===== src/rtl/alarm_sequencer_pkg.sv =====
// Shared definitions for the alarm sequencer: state encoding, default timing
// constants and a small width helper.
package alarm_sequencer_pkg;

    typedef enum logic [1:0] {
        S_IDLE    = 2'd0,
        S_RINGING = 2'd1,
        S_SNOOZE  = 2'd2
    } state_t;

    localparam int unsigned DEF_RING_SECS   = 60;
    localparam int unsigned DEF_SNOOZE_SECS = 300;
    localparam int unsigned DEF_MAX_SNOOZE  = 3;
    localparam int unsigned DEF_BEEP_HALF   = 25000000;

    // Larger of two unsigned values, used to size shared counters.
    function automatic int unsigned umax(input int unsigned a, input int unsigned b);
        return (a > b) ? a : b;
    endfunction

endpackage


===== src/rtl/alarm_sequencer_beep_cadence.sv =====
// Beep cadence generator: square wave with BEEP_HALF clk cycles per half period.
// Ports:
//   clk, rst_n  clock and asynchronous active-low reset
//   run         high while the alarm is ringing; low reinitialises the cadence
//   phase       current beep half (1 = sounding); 1 whenever run is low
module beep_cadence #(
    parameter int unsigned BEEP_HALF = 25000000
) (
    input  logic clk,
    input  logic rst_n,
    input  logic run,
    output logic phase
);

    localparam int unsigned BW = (BEEP_HALF > 1) ? $clog2(BEEP_HALF) : 1;

    logic [BW-1:0] beep_cnt;

    // Half-period counter; phase toggles on each wrap, restarts high when idle.
    always_ff @(posedge clk or negedge rst_n) begin
        if (!rst_n) begin
            beep_cnt <= '0;
            phase    <= 1'b1;
        end else if (!run) begin
            beep_cnt <= '0;
            phase    <= 1'b1;
        end else if (beep_cnt == BW'(BEEP_HALF - 1)) begin
            beep_cnt <= '0;
            phase    <= ~phase;
        end else begin
            beep_cnt <= beep_cnt + BW'(1);
        end
    end

endmodule


===== src/rtl/alarm_sequencer.sv =====
// Alarm sequencer: rings the buzzer with a beep cadence when the alarm minute
// begins, with limited snoozes, stop, disarm and ring timeout.
// Ports:
//   clk, rst_n   system clock, asynchronous active-low reset
//   tick_1hz     one-clk pulse per second
//   alarm_armed  alarm enable switch (level); low forces idle
//   alarm_match  high while current time equals alarm time
//   snooze_btn   debounced one-clk pulse
//   stop_btn     debounced one-clk pulse
//   buzz_en      buzzer enable (ringing and in the sounding beep half)
//   ringing      state is RINGING
//   snoozing     state is SNOOZE
//   snooze_cnt   snoozes used in the current alarm event
module alarm_sequencer
    import alarm_sequencer_pkg::*;
#(
    parameter int unsigned RING_SECS   = DEF_RING_SECS,
    parameter int unsigned SNOOZE_SECS = DEF_SNOOZE_SECS,
    parameter int unsigned MAX_SNOOZE  = DEF_MAX_SNOOZE,
    parameter int unsigned BEEP_HALF   = DEF_BEEP_HALF
) (
    input  logic                              clk,
    input  logic                              rst_n,
    input  logic                              tick_1hz,
    input  logic                              alarm_armed,
    input  logic                              alarm_match,
    input  logic                              snooze_btn,
    input  logic                              stop_btn,
    output logic                              buzz_en,
    output logic                              ringing,
    output logic                              snoozing,
    output logic [$clog2(MAX_SNOOZE+1)-1:0]   snooze_cnt
);

    localparam int unsigned SEC_MAX = umax(RING_SECS, SNOOZE_SECS);
    localparam int unsigned SECW    = (SEC_MAX > 1) ? $clog2(SEC_MAX) : 1;
    localparam int unsigned SNW     = $clog2(MAX_SNOOZE + 1);

    state_t          state_q, state_d;
    logic [SECW-1:0] sec_q, sec_d;
    logic [SNW-1:0]  snz_q, snz_d;
    logic            match_d;
    logic            trig;
    logic            snooze_left;
    logic            ring_timeout;
    logic            snooze_expiry;
    logic            beep_phase;

    // Fire only on the rising edge of match so a stop/disarm inside the
    // matched minute cannot retrigger.
    assign trig          = alarm_match & ~match_d & alarm_armed;
    assign snooze_left   = (snz_q != SNW'(MAX_SNOOZE));
    assign ring_timeout  = tick_1hz & (sec_q == SECW'(RING_SECS - 1));
    assign snooze_expiry = tick_1hz & (sec_q == SECW'(SNOOZE_SECS - 1));

    // State, second counter, snooze counter and match edge register.
    always_ff @(posedge clk or negedge rst_n) begin
        if (!rst_n) begin
            state_q <= S_IDLE;
            sec_q   <= '0;
            snz_q   <= '0;
            match_d <= 1'b0;
        end else begin
            state_q <= state_d;
            sec_q   <= sec_d;
            snz_q   <= snz_d;
            match_d <= alarm_match;
        end
    end

    // Next-state logic; priority: disarm, stop, snooze, timeout/expiry, trig.
    // Every transition clears sec_cnt, so a coincident tick is consumed.
    always_comb begin
        state_d = state_q;
        sec_d   = sec_q;
        snz_d   = snz_q;
        if (!alarm_armed) begin
            state_d = S_IDLE;
            sec_d   = '0;
            snz_d   = '0;
        end else begin
            case (state_q)
                S_IDLE: begin
                    sec_d = '0;
                    if (trig) begin
                        state_d = S_RINGING;
                    end
                end
                S_RINGING: begin
                    if (stop_btn) begin
                        state_d = S_IDLE;
                        sec_d   = '0;
                        snz_d   = '0;
                    end else if ((snooze_btn || ring_timeout) && snooze_left) begin
                        state_d = S_SNOOZE;
                        sec_d   = '0;
                        snz_d   = snz_q + SNW'(1);
                    end else if (ring_timeout) begin
                        state_d = S_IDLE;
                        sec_d   = '0;
                        snz_d   = '0;
                    end else if (tick_1hz) begin
                        sec_d = sec_q + SECW'(1);
                    end
                end
                S_SNOOZE: begin
                    if (stop_btn) begin
                        state_d = S_IDLE;
                        sec_d   = '0;
                        snz_d   = '0;
                    end else if (snooze_expiry) begin
                        state_d = S_RINGING;
                        sec_d   = '0;
                    end else if (tick_1hz) begin
                        sec_d = sec_q + SECW'(1);
                    end
                end
                default: begin
                    state_d = S_IDLE;
                    sec_d   = '0;
                    snz_d   = '0;
                end
            endcase
        end
    end

    // Cadence restarts high on every RINGING entry since run is low beforehand.
    beep_cadence #(
        .BEEP_HALF (BEEP_HALF)
    ) u_beep (
        .clk   (clk),
        .rst_n (rst_n),
        .run   (state_q == S_RINGING),
        .phase (beep_phase)
    );

    // Outputs decoded purely from registers.
    assign buzz_en    = (state_q == S_RINGING) & beep_phase;
    assign ringing    = (state_q == S_RINGING);
    assign snoozing   = (state_q == S_SNOOZE);
    assign snooze_cnt = snz_q;

endmodule


===== config.mk =====
export PLATFORM = sky130hd
export DESIGN_NAME = alarm_sequencer
export DESIGN_NICKNAME = d
export VERILOG_FILES = /design/src/rtl/alarm_sequencer_pkg.sv /design/src/rtl/alarm_sequencer_beep_cadence.sv /design/src/rtl/alarm_sequencer.sv
export SDC_FILE = /design/constraint.sdc
export NUM_CORES = 1
export LEC_CHECK = 0
export BUFFER_PORTS_ARGS = -buffer_cell sky130_fd_sc_hd__buf_2
export CAP_MARGIN = 15
export CORE_MARGIN = 1.5
export CORE_UTILIZATION = 28
export CTS_BUF_LIST = sky130_fd_sc_hd__clkbuf_16
export DETAILED_ROUTE_END_ITERATION = 7
export HOLD_SLACK_MARGIN = 0.15
export SLEW_MARGIN = 30
export SYNTH_ARGS = -nofsm -noshare
export SYNTH_HDL_FRONTEND = slang
export SYNTH_SLANG_ARGS = --single-unit

===== constraint.sdc =====
create_clock -name clk -period 1.8 [get_ports clk]
set_input_delay 0.18 -clock clk [delete_from_list [all_inputs] [get_ports clk]]
set_output_delay 0.18 -clock clk [all_outputs]
set_load 0.02 [all_outputs]

==> results.ini <==
[setup_path]
crit_type = flip-flop to flip-flop
required_ps = 2020
reg2reg_from = u_beep.beep_cnt[6]
cp_max_fo = 5
cp-end-kind = flip-flop
cp-startpoint = u_beep.beep_cnt[6]
rr_worst_depth = 4
startpoint_type = flip-flop
timing.critical_path.to = u_beep.beep_cnt[23]
r2r_slack_ps = -70
crit_arrival_ps = 2080
rr_endpoint = u_beep.beep_cnt[23]

[synth]
yosysWarnings = 0
netlist_area_sq_um = 2200
synth_fp_nets = 241
synth.distinct_cells = 43
synthCells = 227
ys_ff_latch = 40
syn_area_per_cell_sq_um = 9.71
seq_area_frac_synth_pct = 45.5

[routing]
viasPerCell = 5.05
drt_iter0_drc = 90
vias = 1978
antenna_left = 0
routed_wl_mm = 5.44
dr.pass1.iters = 4
drc = 0
wl_per_cell_um = 13.9

[floorplanning]
die_h_um = 91.7
die_area_sq_um = 8410
start_util_pct = 28.7
core_sq_um = 7690
io_pins = 12
die_x_um = 91.7
rows = 32

[clocking]
cts_tree = yes
cts_max_level = 2
cts.sinks = 40
cts_root_buf = clkbuf_16
cts_buffer_depth = 2
cts.clk_slew.worst_paths_ps = 60
cts_buffers = 5
worst_skew_pair.late_latency_ps = 280

[grt]
antenna_found_initial = 0
grt_pass1_vias = 1839
grt_usage_pct = 12.4
grt_overflow = 0
grt_max_degree = 25
grt_pass1_wl_mm = 8.44

[outcome]
violations = setup timing
outcome = finished, violations left

[timing]
slew_violations = 0
final.setup.tns_ps = -139
fin_crit_sh_pct = 104
fin_skew_ps = 3.32
slew_headroom_pct = 67.6
final.setup.worst_slack_ps = -68.0
setup_violations = 6
worstMarginPinSlew_ps = 487
grt_setup_unrepaired = true
fmax_ghz = 0.535
final_hold_viol_count = 0
period_minus_slack_ps = 1870

[placed_design]
placed_cells = 368
dp_hpwl_mm = 3.40
place_congestion = 0.830
io_buffers = 11
place_ws_ps = -48.9
placed_area_sq_um = 2640

[power_and_ir_drop]
p_clk_share_pct = 39.7
vdd.ir_drop.worst_mv = 0.547
switching_share_pct = 27.4
intPower_mw = 1.87
powerDensity_nw_per_um2 = 830
power.leakage_nw = 1.28
seq_power_share_pct = 36.9
comb_power_share_pct = 23.5
p_sw_mw = 0.705

[finish]
drive_gt1_share_pct = 36.6
final_util_pct = 40.3
fin_nets = 303
area_growth_syn_to_layout_pct = 40.7
final_area_sq_um = 3100
fill_cells = 767
antenna_cells = 0
fin_cells = 392

[min_path]
holdCritPathClass = input pin to flip-flop

[run]
drv_cap = 0

metrics by stage:
step	hold WS (ps)	total power [mW]
4_1_cts	200	2.40
6_report	200	2.57
3_5_place_dp	166	1.38
5_1_grt	228	2.70
3_3_place_gp	163	1.38
2_1_floorplan	-116	1.20
repair_timing:
item,CTS,global route
setup buffers,1,8
gates cloned,0,5
hold buffers,2,0
endpoints found under the hold margin,19,0
setup endpoints to repair,8,34
gates resized for setup,3,34
pin swaps,5,15
synth_stat cells (all sizes together):
cell     n  area (sq um)
nand3b   1          7.51
buf      2          15.0
nor4     3          18.8
or2      3          18.8
a21oi   10          50.1
nor4b    1          8.76
clkbuf   4          15.0
or3      8          55.1
nor3b    1          7.51
o211ai   1          7.51
o41ai    1          16.3
nand4    9          71.3
o21ai   10          50.1
nand2b   2          12.5
and2     1          6.26
xnor2   12           105
nand3   10          55.1
or4      8          63.8
a221oi   1          15.0
o21a     1          7.51
dfstp    1          26.3
mux2i    4          40.0
nor3    14          70.1
and4     3          27.5
dfrtp   39           976
nand2   17          63.8
and3     3          18.8
o221a    1          11.3
nor2    21          78.8
a221o    1          10.0
o32ai    1          8.76
xor2     9          78.8
ha       7          87.6
inv      7          26.3
nor2b    3          18.8
or3b     1          8.76
o31ai    6          45.0
flip-flops by register name, summed over array words and instances (netlist names):
name and count:
snooze_cnt 2, sec_q 9, match_d 1, u_beep.phase 1, state_q 2, u_beep.beep_cnt 25
critical path, cell delays in order, from the launching register on:
cell	delay, ps
dfrtp_1	400
nand4_4	150
or4_4	610
or4_4	530
a21oi_2	120
routing by layer:
layer / vias up / track usage (%) / share of wire, %
met4: 0 / 3.08 / 1.1
met3: 7 / 2.82 / 4.1
li1: 948 / - / -
met2: 42 / 19.1 / 49
met1: 981 / 17.5 / 46
met5: - / 0 / 0
kinds of logic after synthesis:
logic type / count (synthesis) / share of synthesized area (%)
flops: 40 / 45.5
mux: 4 / 1.82
fa+ha+maj: 7 / 3.97
buf+inv: 13 / 2.56
xor+xnor: 21 / 8.35
simple gates: 109 / 27.8
compound gates: 33 / 10.1
cell usage in the layout (no fill, tap or decap), drive strengths merged, types with 2 or more instances in the layout:
cell type,synthesis,final
nand2,17,17
inv,7,7
a21oi,10,10
nand3,10,10
o21ai,10,10
nor4,3,3
mux2i,4,4
nand4,9,9
or3,8,8
or2,3,3
ha,7,7
xor2,9,9
buf,2,56
dfrtp,39,39
clkbuf,4,7
dlygate4sd3,0,2
nor2b,3,3
nand2b,2,2
and4,3,3
or4,8,9
nor2,21,21
and3,3,3
nor3,14,14
o31ai,6,6
xnor2,12,12
worst min path at each step:
stage	start	to	slack [ps]	cells past startpoint
3_3_place_gp	rst_n	u_beep.beep_cnt[18]	160	1
4_1_cts	alarm_armed	state_q[0]	200	3
5_1_grt	alarm_armed	state_q[1]	230	3
2_1_floorplan	rst_n	match_d	-120	0
6_report	alarm_armed	state_q[0]	200	3
3_5_place_dp	rst_n	u_beep.beep_cnt[18]	170	1
power groups by stage:
stage | Clock [mW] | Sequential, mW | Combinational [mW]
after detailed placement | 0 | 0.963 | 0.414
final | 1.02 | 0.948 | 0.604
after global placement | 0 | 0.961 | 0.414
after floorplan | 0 | 0.960 | 0.236
after CTS | 1.03 | 0.947 | 0.421
after global routing | 1.09 | 0.952 | 0.652
cell type report:
cell class,instances,area [sq um],share of cell area (%)
clock inverters,3,42.5,1.37
clock buffers,5,125,4.04
well taps,102,128,4.12
repair buffers,60,487,15.7
inverters,7,26.3,0.847
flip-flops and latches,40,1000,32.3
multi-input cells,175,1290,41.6
Note: power is estimated with default switching activity, not from simulation.
